[src/rtl/byte_stream_arbiter.sv]
// byte_stream_arbiter
// Shares one 8-bit string-detector input between two byte sources. A round-robin
// grant is held for a burst of up to MAX_BURST bytes or until the owner has been
// idle for IDLE_TIMEOUT cycles. Each change of owner passes through a FLUSH state
// that drives 0x00, so a pattern can never be assembled from bytes of two sources.
module byte_stream_arbiter #(
    parameter int MAX_BURST    = 8,
    parameter int IDLE_TIMEOUT = 4
) (
    input  logic       Clk,
    input  logic       Rst_n,
    input  logic       Req0_Valid,
    input  logic [7:0] Req0_Data,
    output logic       Req0_Ready,
    input  logic       Req1_Valid,
    input  logic [7:0] Req1_Data,
    output logic       Req1_Ready,
    output logic [7:0] Det_Data,
    output logic       Det_Valid,
    output logic [1:0] Grant,
    output logic       Busy
);

    localparam int BW = $clog2(MAX_BURST + 1);
    localparam int IW = $clog2(IDLE_TIMEOUT + 1);
    localparam logic [BW-1:0] BURST_MAX_C  = BW'(MAX_BURST);
    localparam logic [BW-1:0] BURST_LAST_C = BW'(MAX_BURST - 1);
    localparam logic [IW-1:0] IDLE_MAX_C   = IW'(IDLE_TIMEOUT);
    localparam logic [IW-1:0] IDLE_LAST_C  = IW'(IDLE_TIMEOUT - 1);

    typedef enum logic [1:0] {
        IDLE   = 2'd0,
        GRANT0 = 2'd1,
        GRANT1 = 2'd2,
        FLUSH  = 2'd3
    } state_t;

    state_t          state_r;
    logic            ptr_r;          // 0: src0 wins a tie, 1: src1 wins a tie
    logic [BW-1:0]   burst_cnt_r;
    logic [IW-1:0]   idle_cnt_r;
    logic [7:0]      det_data_r;
    logic            det_valid_r;
    logic [1:0]      grant_r;

    logic            ready0_s;
    logic            ready1_s;
    logic            cur_valid_s;
    logic            cur_ready_s;
    logic [7:0]      cur_data_s;

    // Ready follows the owning state only; the burst limit closes it.
    always_comb begin
        ready0_s = 1'b0;
        ready1_s = 1'b0;
        case (state_r)
            GRANT0:  ready0_s = (burst_cnt_r < BURST_MAX_C);
            GRANT1:  ready1_s = (burst_cnt_r < BURST_MAX_C);
            default: begin
                ready0_s = 1'b0;
                ready1_s = 1'b0;
            end
        endcase
    end

    // Select the handshake signals of the current owner.
    always_comb begin
        cur_valid_s = 1'b0;
        cur_ready_s = 1'b0;
        cur_data_s  = 8'h00;
        if (state_r == GRANT1) begin
            cur_valid_s = Req1_Valid;
            cur_ready_s = ready1_s;
            cur_data_s  = Req1_Data;
        end else begin
            cur_valid_s = Req0_Valid;
            cur_ready_s = ready0_s;
            cur_data_s  = Req0_Data;
        end
    end

    // Arbitration FSM with registered detector and grant outputs.
    always_ff @(posedge Clk or negedge Rst_n) begin
        if (!Rst_n) begin
            state_r     <= IDLE;
            ptr_r       <= 1'b0;
            burst_cnt_r <= '0;
            idle_cnt_r  <= '0;
            det_data_r  <= 8'h00;
            det_valid_r <= 1'b0;
            grant_r     <= 2'b00;
        end else begin
            case (state_r)
                IDLE: begin
                    det_data_r  <= 8'h00;
                    det_valid_r <= 1'b0;
                    burst_cnt_r <= '0;
                    idle_cnt_r  <= '0;
                    if (Req0_Valid && (!Req1_Valid || !ptr_r)) begin
                        state_r <= GRANT0;
                        grant_r <= 2'b01;
                        ptr_r   <= 1'b1;
                    end else if (Req1_Valid) begin
                        state_r <= GRANT1;
                        grant_r <= 2'b10;
                        ptr_r   <= 1'b0;
                    end else begin
                        state_r <= IDLE;
                        grant_r <= 2'b00;
                    end
                end
                GRANT0, GRANT1: begin
                    if (cur_valid_s && cur_ready_s) begin
                        det_data_r  <= cur_data_s;
                        det_valid_r <= 1'b1;
                        idle_cnt_r  <= '0;
                        if (burst_cnt_r < BURST_MAX_C) begin
                            burst_cnt_r <= burst_cnt_r + BW'(1);
                        end else begin
                            burst_cnt_r <= burst_cnt_r;
                        end
                        if (burst_cnt_r == BURST_LAST_C) begin
                            state_r <= FLUSH;
                            grant_r <= 2'b00;
                        end else begin
                            state_r <= state_r;
                        end
                    end else begin
                        det_data_r  <= 8'h00;
                        det_valid_r <= 1'b0;
                        if (idle_cnt_r < IDLE_MAX_C) begin
                            idle_cnt_r <= idle_cnt_r + IW'(1);
                        end else begin
                            idle_cnt_r <= idle_cnt_r;
                        end
                        if (idle_cnt_r == IDLE_LAST_C) begin
                            state_r <= FLUSH;
                            grant_r <= 2'b00;
                        end else begin
                            state_r <= state_r;
                        end
                    end
                end
                FLUSH: begin
                    state_r     <= IDLE;
                    det_data_r  <= 8'h00;
                    det_valid_r <= 1'b0;
                    grant_r     <= 2'b00;
                    burst_cnt_r <= '0;
                    idle_cnt_r  <= '0;
                end
                default: begin
                    state_r     <= IDLE;
                    det_data_r  <= 8'h00;
                    det_valid_r <= 1'b0;
                    grant_r     <= 2'b00;
                    burst_cnt_r <= '0;
                    idle_cnt_r  <= '0;
                end
            endcase
        end
    end

    assign Req0_Ready = ready0_s;
    assign Req1_Ready = ready1_s;
    assign Det_Data   = det_data_r;
    assign Det_Valid  = det_valid_r;
    assign Grant      = grant_r;
    assign Busy       = (state_r != IDLE);

endmodule
[config.mk]
export PLATFORM = sky130hd
export DESIGN_NAME = byte_stream_arbiter
export DESIGN_NICKNAME = d
export VERILOG_FILES = /design/src/rtl/byte_stream_arbiter.sv
export SDC_FILE = /design/constraint.sdc
export NUM_CORES = 1
export LEC_CHECK = 0
export ABC_CLOCK_PERIOD_IN_PS = 5400
export CORE_MARGIN = 10
export CORE_UTILIZATION = 45
export CTS_CLUSTER_SIZE = 14
export DETAILED_ROUTE_END_ITERATION = 16
export GPL_TIMING_DRIVEN = 0
export HOLD_SLACK_MARGIN = 0.1
export PLACE_DENSITY = 0.79
export SETUP_SLACK_MARGIN = 0.5
export SLEW_MARGIN = 5
export SYNTH_ARGS = -nofsm -noshare
export SYNTH_HDL_FRONTEND = slang
export SYNTH_SLANG_ARGS = --single-unit
export TNS_END_PERCENT = 20
[constraint.sdc]
create_clock -name Clk -period 5.4 [get_ports Clk]
set_clock_uncertainty 0.1 [all_clocks]
set_input_delay 0.81 -clock Clk [delete_from_list [all_inputs] [get_ports Clk]]
set_output_delay 0.81 -clock Clk [all_outputs]
set_load 0.02 [all_outputs]
# After elaboration in Yosys (flattened, before gate mapping)
# Cells that the tools add are included.
# op_classes
n_addsub	2
n_reduce_logical	13
n_eq_ne	10
n_mux	27
n_lt_le_gt_ge	2
# op_table
cell	count
2-bit 2-to-1 mux	8
8-bit 2-to-1 mux	2
8-bit case mux with 2 select lines	1
2-bit case mux with 3 select lines	2
3-bit inequality test (second input constant)	3
4-bit 2-to-1 mux	2
4-bit case mux with 2 select lines	1
1-bit 2-to-1 mux	7
3-bit 2-to-1 mux	2
3-bit case mux with 2 select lines	1
2-bit AND reduction	3
4-bit by 1-bit adder with 4-bit output (second input constant)	1
2-bit == test (second input constant)	2
4-bit by 3-bit == test with 1-bit output (second input constant)	1
4-bit less-than comparator (second input constant)	1
2-bit inequality test (second input constant)	2
2-bit nonzero test	2
2-bit OR reduction	2
3-bit by 1-bit adder with 3-bit output (second input constant)	1
3-bit by 2-bit == test with 1-bit output (second input constant)	1
3-bit less-than comparator (second input constant)	1
2-bit by 1-bit == test with 1-bit output (second input constant)	1
1-bit logical AND	2
1-bit zero test	2
other kinds (3)	3
# word_totals
input_bits	20
regBits	21
out_inout_bits	14

# Logic depth before layout (Yosys ltp)
# logic_depth
depth_word	6
depth_mapped	7

# Least setup slack after synthesis
# OpenSTA, ideal clock, no wires.
# synth_path
path_kind	input-to-reg
start	in Req0_Valid
end	reg grant_r[0], in the netlist Grant[0]
path_slack_ns	3.286
cell_stages	4
arrival_ns	1.890
cell_sequence	nand3b_1 a21oi_4 mux2i_1 mux2_2
# synth_via
elab_chain_len	4
# synth_rtl
element	line	source
from (decl)	12	input logic Req0_Valid,
1-bit 2-to-1 mux	71	if (state_r == GRANT1) begin
1-bit logical AND	113	if (cur_valid_s && cur_ready_s) begin
2-bit 2-to-1 mux / 3-bit inequality test (equally long branches)	-	
2-bit case mux with 3 select lines / 2-bit AND reduction (equally long branches)	-	
to (signal assigned)	91	grant_r <= 2'b00;
to (signal assigned)	101	grant_r <= 2'b01;
to (signal assigned)	124	grant_r <= 2'b00;
to (decl)	44	logic [1:0] grant_r;
# Parallel ways exist; a longest one is shown, timed or not.
# A chain may end at the register's enable or synchronous reset.

# Worst setup path after layout
# layout_path
start	reg state_r[0]
end	out Req1_Ready
# layout_via
elab_chain_len	2
# layout_rtl
element	line	source
from (decl)	38	state_t state_r;
from (signal assigned)	126	state_r <= state_r;
from (signal assigned)	140	state_r <= state_r;
2-bit == test	56	case (state_r)
1-bit 2-to-1 mux	56	
to (decl)	17	output logic Req1_Ready,
# Every way passes these cells.

==> results.py <==
metrics = {
    "worst_setup_path": {
        "crit_arrival_ns": 1.95,
        "worst_path_max_delay_cell": "clkdlybuf4s50_1",
        "critPathLaunchType": "register",
        "cp_max_fo": 10,
        "worstRegToRegCells": 7,
        "critical_path.cell_chain": "inv_1 > ha_1 > buf_6 > nor2b_1 > clkdlybuf4s50_1",
        "reg2reg_to": "Grant[1]",
        "crit_type": "register to primary output",
        "worst_path_largest_cell_delay_ns": 0.61,
        "crit_buf_inv": 3,
        "r2r-start": "state_r[0]",
        "endpoint_kind": "primary output",
        "r2r_slack_ns": 3.10,
        "cp.required_ns": 4.49,
        "worst_path_dominant_cell_family": "buffers and inverters",
    },
    "cts": {
        "cts_root_buf": "clkbuf_4",
        "cts.path.max_buffers": 2,
        "path_clk_slew_ns": 0.12,
        "hold_buffers": 0,
        "numCtsBuffers": 3,
        "clock_latency_ns": 0.30,
        "post_cts_resized": 0,
        "cts_setup_buffers": 0,
        "cts.sinks": 21,
        "htreeDepth": 1,
        "cts_tree": "built",
    },
    "drt": {
        "drtAntennaViolNets": 0,
        "num_vias": 774,
        "drtIter0Drc": 9,
        "wl_per_cell_um": 13.9,
        "wl_um": 2190,
        "drt-vias-per-instance": 4.93,
        "drcViolationCount": 0,
        "firstDrtPassIters": 3,
    },
    "floorplanning": {
        "dieArea_mm2": 0.00458,
        "rows": 17,
        "die_w_um": 67.7,
        "start_util": 0.467,
        "io_pins": 34,
        "core_area_mm2": 0.00219,
        "die_h_um": 67.7,
    },
    "timing": {
        "tightest_slew_ns": 0.907,
        "finalSetupViolCount": 0,
        "maxSlewViolCount": 0,
        "slew_headroom": 0.394,
        "hold_viol": 0,
        "setup_tns_ns": 0,
        "grt_setup_unrepaired": "false",
        "fmax_ghz": 0.350,
        "fin_crit_ns": 2.86,
        "holdWs_ns": 0.419,
        "period_share": 0.529,
    },
    "worst_hold_path": {
        "whs_path_depth": 1,
        "hp-start": "Grant[0]",
        "whs_endpoint": "Grant[0]",
        "holdCritPathClass": "register to register",
    },
    "place": {
        "place.gp.congestion": 0.819,
        "placed_cell_area_mm2": 0.00139,
        "place_hpwl_um": 1830,
        "io_buffer_count": 33,
        "dp.cells": 153,
    },
    "cells_and_area": {
        "syn_to_final_growth_pct": 38.4,
        "layout.cells.non_filler": 157,
        "nFillCells": 185,
        "diodes": 0,
        "postLayoutCoreUtil": 0.646,
        "layout-drive-gt1-share": 0.0775,
        "nets": 157,
        "design_area_mm2": 0.00142,
    },
    "synth": {
        "synth-seq-cells": 21,
        "synth_fp_nets": 119,
        "synth.area.top_cells": "dfrtp_1 (51%), mux2i_1 (11%), ha_1 (8.6%), nor2_1 (4.8%), mux2_2 (4.4%)",
        "syn_avg_cell_area_um2": 11.1,
        "synth_top_area_share": 0.513,
        "yosysUniqueCellTypes": 21,
        "synth_top_area_cell": "dfrtp_1",
        "yosys_warnings": 0,
        "ys_seq_area_frac": 0.513,
        "synthCells": 92,
        "syn_area_mm2": 0.00102,
    },
    "global_routing": {
        "grt_pass1_wl_um": 3620,
        "antenna_found_initial": 0,
        "grt_start_max_net_pins": 22,
        "overflow": 0,
        "grt_pass1_vias": 860,
        "track_usage": 0.102,
    },
    "power": {
        "powerDensity_mw_per_mm2": 495,
        "p_leak_uw": 0.000663,
        "vdd_drop_max_v": 0.000273,
    },
    "status": {
        "outcome": "finished, final reports clean",
    },
    "run": {
        "maxCapViolCount": 0,
    },
}
[report_power, final]
part	internal, µW	switching, µW	leakage (µW)
registers	202	24.0	0.000281
clock network	27.6	47.0	0.0000177
logic	192	209	0.000364
[registers in the layout, indices dropped and copies added, names as in the netlist]
| register | count |
|---|---|
| burst_cnt_r | 4 |
| idle_cnt_r | 3 |
| Det_Valid | 1 |
| ptr_r | 1 |
| Grant | 2 |
| Det_Data | 8 |
| state_r | 2 |
[layer usage]
metal	GRT usage	up-vias	routed length (µm)
li1	-	380	-
met1	0.0980	361	859
met2	0.174	29	1000
met3	0.0612	4	302
met4	0.0462	0	25
met5	0	-	0
[cell usage after synthesis (all sizes together)]
cell type   n
ha          7
nand3       2
a21o        1
a21oi       4
a311oi      1
a31oi       1
dfrtp      21
o21ai       2
inv         6
xor2        1
nand2       8
nor2       13
nor2b       4
and3        1
mux2        4
xnor2       1
mux2i      11
buf         1
nand3b      1
nand2b      2
[metrics by stage]
step                power, µW  setup WS (ns)
global placement          616           2.60
finish                    701           2.54
floorplan                 496           3.29
global route              759           2.42
CTS                       712           2.52
detailed placement        636           2.54
[logic make-up after synthesis]
kind of cell | after synthesis | share of synthesized area
adders and majority gates | 7 | 0.0856
DFF | 21 | 0.513
AOI/OAI and AO/OA | 9 | 0.0624
buffers and inverters | 7 | 0.0330
muxes | 15 | 0.152
and+or+nand+nor | 31 | 0.137
xor gates and xnor gates | 2 | 0.0171
[worst max path at each step]
stage,cells past startpoint,slack [ns],from,end
2_1_floorplan,4,3.29,Req0_Valid,Grant[0]
3_3_place_gp,5,2.60,Req0_Valid,Grant[0]
3_5_place_dp,5,2.54,Req0_Valid,state_r[0]
4_1_cts,5,2.52,state_r[0],Req1_Ready
5_1_grt,5,2.42,state_r[0],Req1_Ready
6_report,5,2.54,state_r[0],Req1_Ready
[layout by cell type, fill, tap and decap left out]
cell type	Yosys	layout
ha_1	7	7
nand3b_1	1	1
inv_1	6	6
nand3_1	2	2
mux2i_1	11	11
and3_1	1	1
mux2_2	4	4
dfrtp_1	21	21
a31oi_1	1	1
nand2b_1	2	2
xnor2_1	1	1
xor2_1	1	1
buf_6	1	1
clkbuf_4	0	3
o21ai_0	2	2
nor2_1	13	13
a21oi_1	3	3
clkinv_2	0	1
a311oi_1	1	1
a21oi_4	1	1
nor2b_1	4	4
a21o_1	1	1
clkdlybuf4s50_1	0	33
nand2_1	8	8
[final cells by class]
type                    count  area, µm²  share of cell area
inverters                   6       22.5              0.0159
clock buffers               3       22.5              0.0159
plain buffers               1       11.3             0.00795
repair buffers             33        330               0.233
well taps                  28       35.0              0.0247
multi-input cells          64        464               0.328
flip-flops and latches     21        526               0.371
clock inverters             1       5.00             0.00353
Note: power is estimated with default switching activity, not from simulation.
